[src/rtl/ft_pkg.sv]
`default_nettype none
// +----------------------------------------------------------------------------+
// | ft_pkg : CRC-8 constants, slot geometry and FSM encoding shared by the     |
// |          weight encoder and the neuron-side checker.                       |
// | Rev 1.0                                                                    |
// +----------------------------------------------------------------------------+
package ft_pkg;

   localparam int           CRC_W    = 8;
   localparam logic [7:0]   CRC_POLY = 8'h07;
   localparam int           WEIGHT_W = 16;
   localparam int           SLOT_W   = WEIGHT_W + CRC_W;

   typedef logic [2:0] state_t;

   localparam logic [2:0] ST_IDLE    = 3'd0;
   localparam logic [2:0] ST_SHIFT   = 3'd1;
   localparam logic [2:0] ST_STORE   = 3'd2;
   localparam logic [2:0] ST_VALID   = 3'd3;
   localparam logic [2:0] ST_REFRESH = 3'd4;

endpackage
`default_nettype wire

[src/rtl/crc8_serial.sv]
`default_nettype none
// +----------------------------------------------------------------------------+
// | crc8_serial : bit-serial MSB-first CRC, init 0, no reflection/final XOR.   |
// | Rev 1.0                                                                    |
// +----------------------------------------------------------------------------+
module crc8_serial #(
   parameter int            cl   = 8,
   parameter logic [cl-1:0] POLY = 8'h07
) (
   input  logic          clk,
   input  logic          rst_n,
   input  logic          clr,
   input  logic          en,
   input  logic          bit_in,
   output logic [cl-1:0] crc
);

   logic w_fb;

   assign w_fb = crc[cl-1] ^ bit_in;

   // clr wins over en so a new message can start on the same edge a store happens
   always_ff @(posedge clk or negedge rst_n) begin
      if (!rst_n) begin
         crc <= '0;
      end else if (clr) begin
         crc <= '0;
      end else if (en) begin
         crc <= {crc[cl-2:0], 1'b0} ^ (w_fb ? POLY : '0);
      end
   end

endmodule
`default_nettype wire

[src/rtl/wcrc_encoder.sv]
`default_nettype none
// +----------------------------------------------------------------------------+
// | wcrc_encoder : packs M weights as {weight, crc} slots on the Wcrc bus and  |
// |                re-encodes all slots from a shadow copy on rfflag.          |
// | Rev 1.0                                                                    |
// +----------------------------------------------------------------------------+
module wcrc_encoder
   import ft_pkg::*;
#(
   parameter int            M    = 8,
   parameter int            n    = WEIGHT_W,
   parameter int            cl   = CRC_W,
   parameter logic [cl-1:0] POLY = CRC_POLY
) (
   input  logic                  clk,
   input  logic                  rst_n,
   input  logic [n-1:0]          w_data,
   input  logic                  w_valid,
   output logic                  w_ready,
   input  logic                  rfflag,
   output logic [M*(n+cl)-1:0]   Wcrc,
   output logic                  wcrc_valid,
   output logic                  busy
);

   localparam int SW    = n + cl;
   localparam int IDX_W = (M > 1) ? $clog2(M) : 1;
   localparam int BIT_W = (n > 1) ? $clog2(n) : 1;

   localparam logic [IDX_W-1:0] c_last_idx = IDX_W'(M - 1);
   localparam logic [BIT_W-1:0] c_last_bit = BIT_W'(n - 1);

   state_t            r_state;
   logic [IDX_W-1:0]  r_idx;
   logic [BIT_W-1:0]  r_bitcnt;
   logic              r_refresh;
   logic [n-1:0]      r_shadow [M];
   logic [SW-1:0]     r_slot   [M];

   logic              w_accept;
   logic              w_shift_en;
   logic              w_clr;
   logic              w_bit;
   logic [cl-1:0]     w_crc;

   assign w_ready    = (r_state == ST_IDLE);
   assign wcrc_valid = (r_state == ST_VALID);
   assign busy       = (r_state == ST_SHIFT) || (r_state == ST_STORE) || (r_state == ST_REFRESH);

   assign w_accept   = w_valid && w_ready;
   assign w_shift_en = (r_state == ST_SHIFT) || (r_state == ST_REFRESH);
   // Clearing on every store is harmless: the slot captures the CRC before the edge
   assign w_clr      = w_accept || (r_state == ST_STORE) || ((r_state == ST_VALID) && rfflag);
   assign w_bit      = r_shadow[r_idx][r_bitcnt];

   crc8_serial #(
      .cl   (cl),
      .POLY (POLY)
   ) u_crc (
      .clk    (clk),
      .rst_n  (rst_n),
      .clr    (w_clr),
      .en     (w_shift_en),
      .bit_in (w_bit),
      .crc    (w_crc)
   );

   always_ff @(posedge clk or negedge rst_n) begin
      if (!rst_n) begin
         r_state   <= ST_IDLE;
         r_idx     <= '0;
         r_bitcnt  <= '0;
         r_refresh <= 1'b0;
      end else begin
         case (r_state)
            ST_IDLE: begin
               if (w_valid) begin
                  r_bitcnt <= c_last_bit;
                  r_state  <= ST_SHIFT;
               end
            end
            ST_SHIFT, ST_REFRESH: begin
               if (r_bitcnt == '0) begin
                  r_state <= ST_STORE;
               end else begin
                  r_bitcnt <= r_bitcnt - 1'b1;
               end
            end
            ST_STORE: begin
               r_bitcnt <= c_last_bit;
               if (r_idx == c_last_idx) begin
                  r_idx     <= '0;
                  r_refresh <= 1'b0;
                  r_state   <= ST_VALID;
               end else begin
                  r_idx   <= r_idx + 1'b1;
                  r_state <= r_refresh ? ST_REFRESH : ST_IDLE;
               end
            end
            ST_VALID: begin
               if (rfflag) begin
                  r_refresh <= 1'b1;
                  r_idx     <= '0;
                  r_bitcnt  <= c_last_bit;
                  r_state   <= ST_REFRESH;
               end
            end
            default: r_state <= ST_IDLE;
         endcase
      end
   end

   always_ff @(posedge clk or negedge rst_n) begin
      if (!rst_n) begin
         for (int i = 0; i < M; i++) begin
            r_shadow[i] <= '0;
            r_slot[i]   <= '0;
         end
      end else begin
         if (w_accept) begin
            r_shadow[r_idx] <= w_data;
         end
         if (r_state == ST_STORE) begin
            r_slot[r_idx] <= {r_shadow[r_idx], w_crc};
         end
      end
   end

   for (genvar g = 0; g < M; g++) begin : g_pack
      assign Wcrc[g*SW +: SW] = r_slot[g];
   end

endmodule
`default_nettype wire

[config.mk]
export PLATFORM = sky130hd
export DESIGN_NAME = wcrc_encoder
export DESIGN_NICKNAME = d
export VERILOG_FILES = /design/src/rtl/ft_pkg.sv /design/src/rtl/crc8_serial.sv /design/src/rtl/wcrc_encoder.sv
export SDC_FILE = /design/constraint.sdc
export NUM_CORES = 1
export LEC_CHECK = 0
export BUFFER_PORTS_ARGS = -buffer_cell sky130_fd_sc_hd__buf_2
export CAP_MARGIN = 20
export CORE_MARGIN = 8
export CORE_UTILIZATION = 59
export CTS_BUF_LIST = sky130_fd_sc_hd__clkbuf_4 sky130_fd_sc_hd__clkbuf_8
export DETAILED_ROUTE_END_ITERATION = 6
export HOLD_SLACK_MARGIN = 0.08
export PLACE_DENSITY = 0.82
export RECOVER_POWER = 50
export REMOVE_ABC_BUFFERS = 1
export SETUP_SLACK_MARGIN = 0.3
export SLEW_MARGIN = 30
export SYNTH_ARGS = -nofsm -noshare
export SYNTH_HDL_FRONTEND = slang
export SYNTH_SLANG_ARGS = --single-unit
[constraint.sdc]
create_clock -name clk -period 3.53 [get_ports clk]
set_input_delay 0.8825 -clock clk [delete_from_list [all_inputs] [get_ports clk]]
set_output_delay 0.8825 -clock clk [all_outputs]
set_load 0.05 [all_outputs]
==> results.ini, run 1 <==
[run_status]
status = finished, violations left
violations = capacitance limit, slew limit

[worst_setup_path]
worstSetupEndpointType = flip-flop
reg2regPathDepth = 8
crit_type = reg -> reg
cp.required_ps = 3980
timing.rr.start = r_idx[0]$_DFFE_PN0P_
cp_max_fo = 29
start_kind = flip-flop
worst_ep_arrival_time_ps = 3640
rrSetupSlack_ps = 340
rr_endpoint = u_crc.crc[1]$_DFFE_PN0P_

[timing]
tightest_slew_ps = 1900
fmax_ghz = 0.314
min_period_ps = 3190
min_period_over_period_pct = 90.3
timing.final.ws_setup_ps = 342
setup_violations = 0
fin_worst_skew_ps = 13.3
hold_viol = 0
timing.slew.headroom_pct = -26.9
rsz0062_at_grt = false
final-max-slew-violation-count = 112

[finish]
fillers = 1642
drive_gt1_share_pct = 40.1
final-seq-area_mm2 = 0.00849
mostFrequentLayoutCells = 338 x dfrtp_1, 232 x mux2_2, 148 x buf_2
fin_cells = 1654
multi_input_area_mm2 = 0.00511
layout.nets = 1316
final_common_cell = dfrtp_1
syn_to_final_growth_pct = 17.6

[yosys]
synth-main-ff-cell = dfrtp_1
ys_seq_elements = 339
syn-cell-area_mm2 = 0.0139
yosys_warnings = 0
synth_edf_count = 0
ys_types = 54
async_flop_share_pct = 100
synthCells = 1061
avgSynthCellArea_um2 = 13.1
ys_seq_area_share_pct = 60.9

[worst_hold_path]
min_path_cells = 2
min_to = Wcrc[20]$_DFFE_PN0P_
hold_path_class = reg -> reg
hp-start = Wcrc[20]$_DFFE_PN0P_

[clock_network]
cts_max_level = 2
cts_hold_buffers = 0
tritoncts = done
cts-root-buf = clkbuf_8
cts_sinks = 339
cts_setup_buffers = 0
cts_buffer_depth = 3
path_clk_slew_ps = 60
cts_buffers = 52
clkLatencyLatePin_ps = 570

[grt]
grt_overflow = 0
antenna_found_initial = 1
grt_pass1_wl_um = 57500
grt_max_degree = 75
grt_pass1_vias = 10100
grt_use_total_pct = 25.3

[power]
power_switching_uw = 3460
seq_power_share_pct = 45.0
powerDensity_mw_per_mm2 = 641
switching_share_pct = 33.0
power_uw = 10500
pwr-share-comb_pct = 23.2
leakagePower_uw = 0.00837
internal_power_uw = 7030
peakVddDrop_mv = 0.375
clkPwrFrac_pct = 31.7

[route]
wl_um = 36200
drt.antenna.violating_nets = 0
wl_per_cell_um = 21.9
drc = 0
drt-initial-drc-count = 908
dr.pass1.iters = 5
vias = 9695
vias_per_cell = 5.86

[placed_design]
place_hpwl_um = 24500
dpl.cell_count = 1558
place_ws_ps = 466
io_buffers = 214
place.gp.congestion = 0.872

[floorplanning]
fp-row-count = 56
die_area_mm2 = 0.0288
die_h_um = 170
start_util_pct = 59.7
dieWidth_um = 170
io_pins = 215
coreArea_mm2 = 0.0233

[run]
max-cap-violations = 2

metal layers:
| metal | global-route usage, % | vias to the layer above | wire, um | part of all wire, % |
|---|---|---|---|---|
| met5 | 0 | - | 0 | 0 |
| met4 | 10.0 | 0 | 1090 | 3.0 |
| met3 | 5.86 | 81 | 2870 | 7.9 |
| met2 | 40.3 | 434 | 17300 | 48 |
| met1 | 33.3 | 4928 | 14900 | 41 |
| li1 | - | 4252 | - | - |
power groups by stage:
stage	registers (uW)	logic, uW	clock network (uW)
2_1_floorplan	4940	1320	0
3_3_place_gp	4760	2370	0
3_5_place_dp	4770	2440	0
4_1_cts	4700	2450	3380
5_1_grt	4770	2640	3560
6_report	4720	2440	3330
worst max path at each step:
stage	startpoint	to	slack (ps)	cells past startpoint
floorplan	r_idx[0]$_DFFE_PN0P_	u_crc.crc[1]$_DFFE_PN0P_	-130	8
global placement	r_idx[0]$_DFFE_PN0P_	u_crc.crc[1]$_DFFE_PN0P_	550	9
detailed placement	r_idx[0]$_DFFE_PN0P_	u_crc.crc[1]$_DFFE_PN0P_	470	9
CTS	r_idx[0]$_DFFE_PN0P_	u_crc.crc[1]$_DFFE_PN0P_	460	9
global route	rst_n	r_shadow[96]$_DFFE_PN0P_	220	2
finish	r_idx[0]$_DFFE_PN0P_	u_crc.crc[1]$_DFFE_PN0P_	340	8
worst max-delay path: stages (launching register included):
cell,delay [ps]
dfrtp_4,680
clkbuf_1,740
mux2_2,420
a221oi_2,380
o221ai_1,170
nor4_2,200
a31oi_2,120
xnor2_1,160
a22o_1,190
timing repair:
item	in CTS	in global routing
hold endpoints to repair	0	0
setup endpoints to repair	0	2
resized for setup	0	1
cell usage after synthesis, types with 4 or more instances:
library cell	n	share of area [%]
buf_6	5	0.40
dfrtp_1	339	61
or2_2	4	0.18
a221o_1	7	0.50
a22oi_1	6	0.32
a22o_1	13	0.82
buf_2	9	0.32
clkbuf_1	45	1.2
inv_1	8	0.22
mux4_2	7	1.1
nor2b_1	5	0.22
a221oi_1	7	0.44
a21oi_1	24	0.86
xnor2_1	5	0.31
mux2i_1	23	1.7
nor2_1	31	0.84
buf_1	8	0.22
nor3_1	5	0.18
nand3_1	8	0.29
o21ai_0	95	3.4
a31oi_1	5	0.22
and3_1	4	0.18
nand2_1	113	3.0
mux2_2	232	19
and2_1	8	0.36
metrics by stage:
step	setup TNS (ps)	util (%)	hold WS (ps)	cell area (um^2)
global placement	0	66.1	459	15400
finish	0	70.1	479	16400
floorplan	-298	-	471	13600
global route	0	70.1	506	16400
detailed placement	0	66.1	466	15400
CTS	0	70.8	301	16500
area by class of cell:
class	instances	share of cell area [%]
sequential	339	51.9
multi-input combinational	643	31.2
timing repair buffer	248	7.56
clock buffer	83	6.29
tap	319	2.44
clock inverter	12	0.405
inverter	9	0.206
antenna	1	0.0153
sequential cells by signal, indices dropped and copies added, names as in the netlist:
register   count
Wcrc         192
r_bitcnt       4
r_idx          3
r_refresh      1
r_shadow     128
r_state        3
u_crc.crc      8
logic make-up (layout without fill, tap and decap cells):
| logic type | count (synthesis) | count (layout) | share of synthesized area (%) |
|---|---|---|---|
| xor+xnor | 6 | 6 | 0.378 |
| other cells | 0 | 1 | 0 |
| fa+ha+maj | 3 | 3 | 0.270 |
| simple gates | 188 | 188 | 5.88 |
| buf+inv | 79 | 352 | 2.56 |
| compound gates | 183 | 183 | 8.33 |
| flops | 339 | 339 | 60.9 |
| mux | 263 | 263 | 21.6 |
Note: power is estimated with default switching activity, not from simulation.
==> run 2: changes to the inputs <==
--- a/config.mk
+++ b/config.mk
@@ -8,11 +8,11 @@
 export BUFFER_PORTS_ARGS = -buffer_cell sky130_fd_sc_hd__buf_2
 export CAP_MARGIN = 20
 export CORE_MARGIN = 8
-export CORE_UTILIZATION = 59
+export CORE_UTILIZATION = 60
 export CTS_BUF_LIST = sky130_fd_sc_hd__clkbuf_4 sky130_fd_sc_hd__clkbuf_8
 export DETAILED_ROUTE_END_ITERATION = 6
 export HOLD_SLACK_MARGIN = 0.08
-export PLACE_DENSITY = 0.82
+export PLACE_DENSITY = 0.93
 export RECOVER_POWER = 50
 export REMOVE_ABC_BUFFERS = 1
 export SETUP_SLACK_MARGIN = 0.3
==> constraint.sdc (replaced) <==
create_clock -name clk -period 3.74 [get_ports clk]
set_input_delay 0.935 -clock clk [delete_from_list [all_inputs] [get_ports clk]]
set_output_delay 0.935 -clock clk [all_outputs]
set_load 0.05 [all_outputs]
==> results.ini, run 2 (synthesis results as in run 1) <==
[worst_hold_path]
min_path_cells = 2
hp-start = Wcrc[135]$_DFFE_PN0P_
hold_path_class = reg -> reg

[timing]
rsz0062_at_grt = false
min_period_ps = 3160
hold_ws_ps = 484
fin_worst_skew_ps = 51.5
fmax_ghz = 0.316
final-max-slew-violation-count = 92
tightest_slew_ps = 2450
timing.slew.headroom_pct = -63.6
setup_violations = 0
fin_setup_tns_ps = 0
min_period_over_period_pct = 84.6
hold_viol = 0

[route]
drc = 0
drt.antenna.violating_nets = 0
drt-initial-drc-count = 1409
wl_um = 41300
wl_per_cell_um = 25.6
vias_per_cell = 6.53
vias = 10500
dr.pass1.iters = 6

[finish]
fillers = 1328
final_util_pct = 71.8
final_area_mm2 = 0.0163
layout.nets = 1314
syn_to_final_growth_pct = 17.1
mostFrequentLayoutCells = 338 x dfrtp_1, 232 x mux2_2, 130 x buf_2
largest_register_ffs = 192
final_common_cell = dfrtp_1
drive_gt1_share_pct = 38.3

[clock_network]
cts_setup_buffers = 0
cts_max_level = 2
path_clk_slew_ps = 60
cts-root-buf = clkbuf_8
cts_buffers = 51
cts_buffer_depth = 3
tritoncts = done
cts.repair.resized = 0
cts_hold_buffers = 0
cts_sinks = 339
clkLatencyLatePin_ps = 600

[worst_setup_path]
critPathMostFrequentCell = a22o_1
worst_ep_arrival_time_ps = 3640
cp.required_ps = 4220
slowest_stage = dfrtp_2
timing.rr.start = r_idx[0]$_DFFE_PN0P_
crit_start = r_idx[0]$_DFFE_PN0P_
critPathBufInv = 1
cp_max_fo = 26
critPathTopFamily = compound AO/OA/AOI/OAI gates
crit_type = reg -> reg
reg2regPathDepth = 9
start_kind = flip-flop
path_depth = 9
critPathMaxStageDelay_ps = 760
path_cells = buf_4, mux2i_1, mux4_2, o21ai_1, a22o_1, nor4_2, a31oi_2, xnor2_1, a22o_1
worstSetupEndpointType = flip-flop

[floorplanning]
dieWidth_um = 168
die_area_mm2 = 0.0283
start_util_pct = 61.3
fp-row-count = 55
die_h_um = 168
coreArea_mm2 = 0.0227
io_pins = 215

[placed_design]
io_buffers = 214
place.gp.congestion = 0.879
place_hpwl_um = 26400
postPlaceCellArea_mm2 = 0.0153

[power]
power_switching_uw = 3430
peakVddDrop_mv = 0.292
leakagePower_uw = 0.00828
pwr-share-comb_pct = 23.8
switching_share_pct = 34.1
internal_power_uw = 6650
clkPwrFrac_pct = 31.6
powerDensity_mw_per_mm2 = 618
seq_power_share_pct = 44.5

[grt]
grt_use_total_pct = 28.5
grt_overflow = 0
grt_pass1_vias = 11000
antenna_found_initial = 3
grt_pass1_wl_um = 63500
grt_max_degree = 94

[run_status]
violations = capacitance limit, slew limit
status = finished, violations left

[run]
max-cap-violations = 1

run 2: cell count changes in the layout (fill, tap and decap cells not counted), sizes merged:
cell and delta:
buf -16, bufinv +1, clkbuf +9, clkinv -2, diode +1
run 2: per-stage QoR:
stage          cells  setup slack, ps  total power, uW
2_1_floorplan    991             76.8             5910
3_3_place_gp    1523              806             6680
3_5_place_dp    1523              614             6840
4_1_cts         1611              625            10000
5_1_grt         1613              242            10400
6_report        1613              577            10100
run 2: final timing paths:
path | endpoint | slack (ps)
min | Wcrc[135]$_DFFE_PN0P_ | 480
min reg2reg | Wcrc[135]$_DFFE_PN0P_ | 480
max | u_crc.crc[2]$_DFFE_PN0P_ | 580
max in group asynchronous | Wcrc[36]$_DFFE_PN0P_ | 690
min in group asynchronous | Wcrc[76]$_DFFE_PN0P_ | 1060
max reg2reg | u_crc.crc[2]$_DFFE_PN0P_ | 580
run 2: final cells by class:
| class | count | area, um^2 | area share, % |
|---|---|---|---|
| timing repair buffer | 247 | 1230 | 7.57 |
| inverter | 9 | 33.8 | 0.207 |
| sequential | 339 | 8480 | 52.0 |
| tap | 285 | 357 | 2.19 |
| clock buffer | 77 | 991 | 6.08 |
| antenna | 2 | 5.00 | 0.0307 |
| clock inverter | 11 | 100 | 0.614 |
| multi-input combinational | 643 | 5100 | 31.3 |
run 2: worst min-delay path: stages (launching register included):
cell,delay [ps]
dfrtp_1,340
nand2_1,40
o21ai_0,60
run 2: power groups by stage:
stage	Sequential, uW	Combinational (uW)	Clock (uW)
2_1_floorplan	4670	1240	0
3_3_place_gp	4470	2210	0
3_5_place_dp	4500	2340	0
4_1_cts	4450	2370	3200
5_1_grt	4510	2530	3380
6_report	4490	2400	3190
run 2: layer usage:
metal	up-vias	track usage (%)	share of wire [%]	wire, um
met3	186	7.81	11	4580
met4	2	17.3	5.3	2180
met5	-	0	0.027	11
li1	4236	-	-	-
met2	836	46.0	48	19700
met1	5273	33.8	36	14900
==> run 3: changes to the inputs <==
--- a/config.mk
+++ b/config.mk
@@ -5,14 +5,15 @@
 export SDC_FILE = /design/constraint.sdc
 export NUM_CORES = 1
 export LEC_CHECK = 0
+export ABC_AREA = 1
 export BUFFER_PORTS_ARGS = -buffer_cell sky130_fd_sc_hd__buf_2
 export CAP_MARGIN = 20
 export CORE_MARGIN = 8
-export CORE_UTILIZATION = 60
+export CORE_UTILIZATION = 53
 export CTS_BUF_LIST = sky130_fd_sc_hd__clkbuf_4 sky130_fd_sc_hd__clkbuf_8
 export DETAILED_ROUTE_END_ITERATION = 6
 export HOLD_SLACK_MARGIN = 0.08
-export PLACE_DENSITY = 0.93
+export PLACE_DENSITY = 0.87
 export RECOVER_POWER = 50
 export REMOVE_ABC_BUFFERS = 1
 export SETUP_SLACK_MARGIN = 0.3
==> constraint.sdc (replaced) <==
create_clock -name clk -period 2.7 [get_ports clk]
set_input_delay 0.675 -clock clk [delete_from_list [all_inputs] [get_ports clk]]
set_output_delay 0.675 -clock clk [all_outputs]
set_load 0.05 [all_outputs]
==> results.ini, run 3 <==
[route]
drt.antenna.violating_nets = 0
dr_wl_met2_um = 18500
route.top_layer_used = met5
wl_um = 39400
dr.pass1.iters = 5
wl_per_cell_um = 18.8
drc = 0
routedLengthMet1_um = 15700
vias_per_cell = 5.64
vias = 11800
wl_met3_um = 3710
drt-initial-drc-count = 1408

[timing]
final-max-slew-violation-count = 0
tightest_slew_ps = 1190
timing.slew.headroom_pct = 20.9
hold_viol = 0
setup_violations = 0
min_period_over_period_pct = 92.9
fin_setup_tns_ps = 0
fin_worst_skew_ps = 32.7
min_period_ps = 2510
rsz0062_at_grt = true
timing.final.ws_setup_ps = 191
fmax_ghz = 0.399

[run_status]
status = finished clean

[yosys]
syn-cell-area_mm2 = 0.0141
async_flop_share_pct = 100
synth-main-ff-cell = dfrtp_1
synthCells = 1475
synth_most_common_cell = nand2_1
yosys-top-cells-area = dfrtp_1 60%, nand2_1 12%, o21ai_0 9.3%
yosys_warnings = 0
synth_top_area_share_pct = 60.1
ys_seq_elements = 339
synth_commonest_cells = 442 x nand2_1, 339 x dfrtp_1, 262 x o21ai_0
ys_seq_area_share_pct = 60.1
avgSynthCellArea_um2 = 9.58
synth_edf_count = 0
ys_types = 28
yosysTopAreaCell = dfrtp_1

[finish]
largest_register_ffs = 192
fillers = 2004
layout.nets = 1746
final_common_cell = nand2_1
fin_cells = 2097
mostFrequentLayoutCells = 441 x nand2_1, 337 x dfrtp_1, 262 x o21ai_0
final_area_mm2 = 0.0167
syn_to_final_growth_pct = 18.1
drive_gt1_share_pct = 23.2

[worst_setup_path]
worst_ep_arrival_time_ps = 2950
cp-endpoint = Wcrc[58]$_DFFE_PN0P_
cp_max_fo = 42
worstSetupEndpointType = flip-flop
crit_start = r_idx[2]$_DFFE_PN0P_
crit_type = reg -> reg
cp.required_ps = 3140
rrSetupSlack_ps = 190
rr_endpoint = Wcrc[58]$_DFFE_PN0P_
reg2regPathDepth = 8
timing.rr.start = r_idx[2]$_DFFE_PN0P_
start_kind = flip-flop

[grt]
grt_max_degree = 69
grt_pass1_wl_um = 61600
grt_overflow = 0
grt_use_total_pct = 24.0
grt_pass1_vias = 11600
antenna_found_initial = 2

[power]
powerDensity_mw_per_mm2 = 1470
power_uw = 24500
leakagePower_uw = 0.00843
peakVddDrop_mv = 0.720

[clock_network]
cts_sinks = 339
tritoncts = done
cts-root-buf = clkbuf_8
cts_buffers = 51
path_clk_slew_ps = 70
clkLatencyLatePin_ps = 590
cts_buffer_depth = 3
cts_max_level = 2

[placed_design]
place_ws_ps = 434
io_buffers = 214
place.gp.congestion = 0.857
dpl.cell_count = 1992
place_hpwl_um = 25300
postPlaceCellArea_mm2 = 0.0156

[floorplanning]
dieWidth_um = 179
coreArea_mm2 = 0.0261
fp-row-count = 59
start_util_pct = 54.1
die_h_um = 179
io_pins = 215
die_area_mm2 = 0.0321

[worst_hold_path]
hold_path_class = in -> reg
hp-start = w_data[15]

[run]
max-cap-violations = 0

run 3: cell count changes in the layout (fill, tap and decap cells not counted), moves of 28 or more:
cell,previous run,this run
inv_1,8,95
nand3_1,5,33
nor2_1,31,60
mux2_2,232,80
o21ai_0,95,262
nand2_1,113,441
run 3: kinds of logic after synthesis:
kind of cell | Yosys count | synth area share (%)
compound gates | 311 | 11.3
flops | 339 | 60.1
simple gates | 567 | 16.4
fa+ha+maj | 3 | 0.266
mux | 80 | 6.38
buf+inv | 175 | 5.62
run 3: area by class of cell:
class | count | area, um^2 | area share [%]
Antenna cell | 1 | 2.50 | 0.0150
Clock buffer | 81 | 977 | 5.86
Clock inverter | 10 | 106 | 0.638
Inverter | 106 | 413 | 2.48
Multi-Input combinational cell | 961 | 4840 | 29.0
Sequential cell | 339 | 8490 | 50.9
Tap cell | 335 | 419 | 2.51
Timing Repair Buffer | 264 | 1440 | 8.63
run 3: worst max-delay path, cell delays in order, from the launching register on:
cell,delay (ps)
dfrtp_1,500
buf_4,240
nor3_1,420
inv_2,150
nor2_1,430
inv_1,90
buf_4,280
nand2_1,130
o21ai_0,100
run 3: what timing repair did:
action / in CTS / in global routing
pin swaps: 2 / 3
setup endpoints to repair: 1 / 6
resized for setup: 11 / 20
hold buffers: 1 / 0
setup buffers: 5 / 7
hold endpoints to repair: 13 / 0
cloned: 0 / 0
run 3: worst min-delay path by stage:
stage / end / cells past startpoint
3_5_place_dp: Wcrc[116]$_DFFE_PN0P_ / 2
3_3_place_gp: Wcrc[147]$_DFFE_PN0P_ / 2
2_1_floorplan: Wcrc[0]$_DFFE_PN0P_ / 0
6_report: r_shadow[63]$_DFFE_PN0P_ / 3
4_1_cts: r_shadow[89]$_DFFE_PN0P_ / 3
5_1_grt: r_shadow[90]$_DFFE_PN0P_ / 3
run 3: routing by layer:
layer	vias up	track usage [%]
li1	5317	-
met1	5722	31.3
met2	657	38.7
met3	127	4.89
met4	2	10.1
met5	-	0
run 3: stage by stage:
step / hold WS [ps] / util (%)
6_report: 417 / 63.8
5_1_grt: 414 / 63.8
4_1_cts: 380 / 64.1
3_5_place_dp: 468 / 59.7
3_3_place_gp: 460 / 59.7
2_1_floorplan: 379 / -
run 3: where the power goes:
part | internal [uW] | switching (uW)
registers | 7160 | 1220
clock network | 2480 | 1940
logic | 2880 | 8770
total | 12500 | 11900
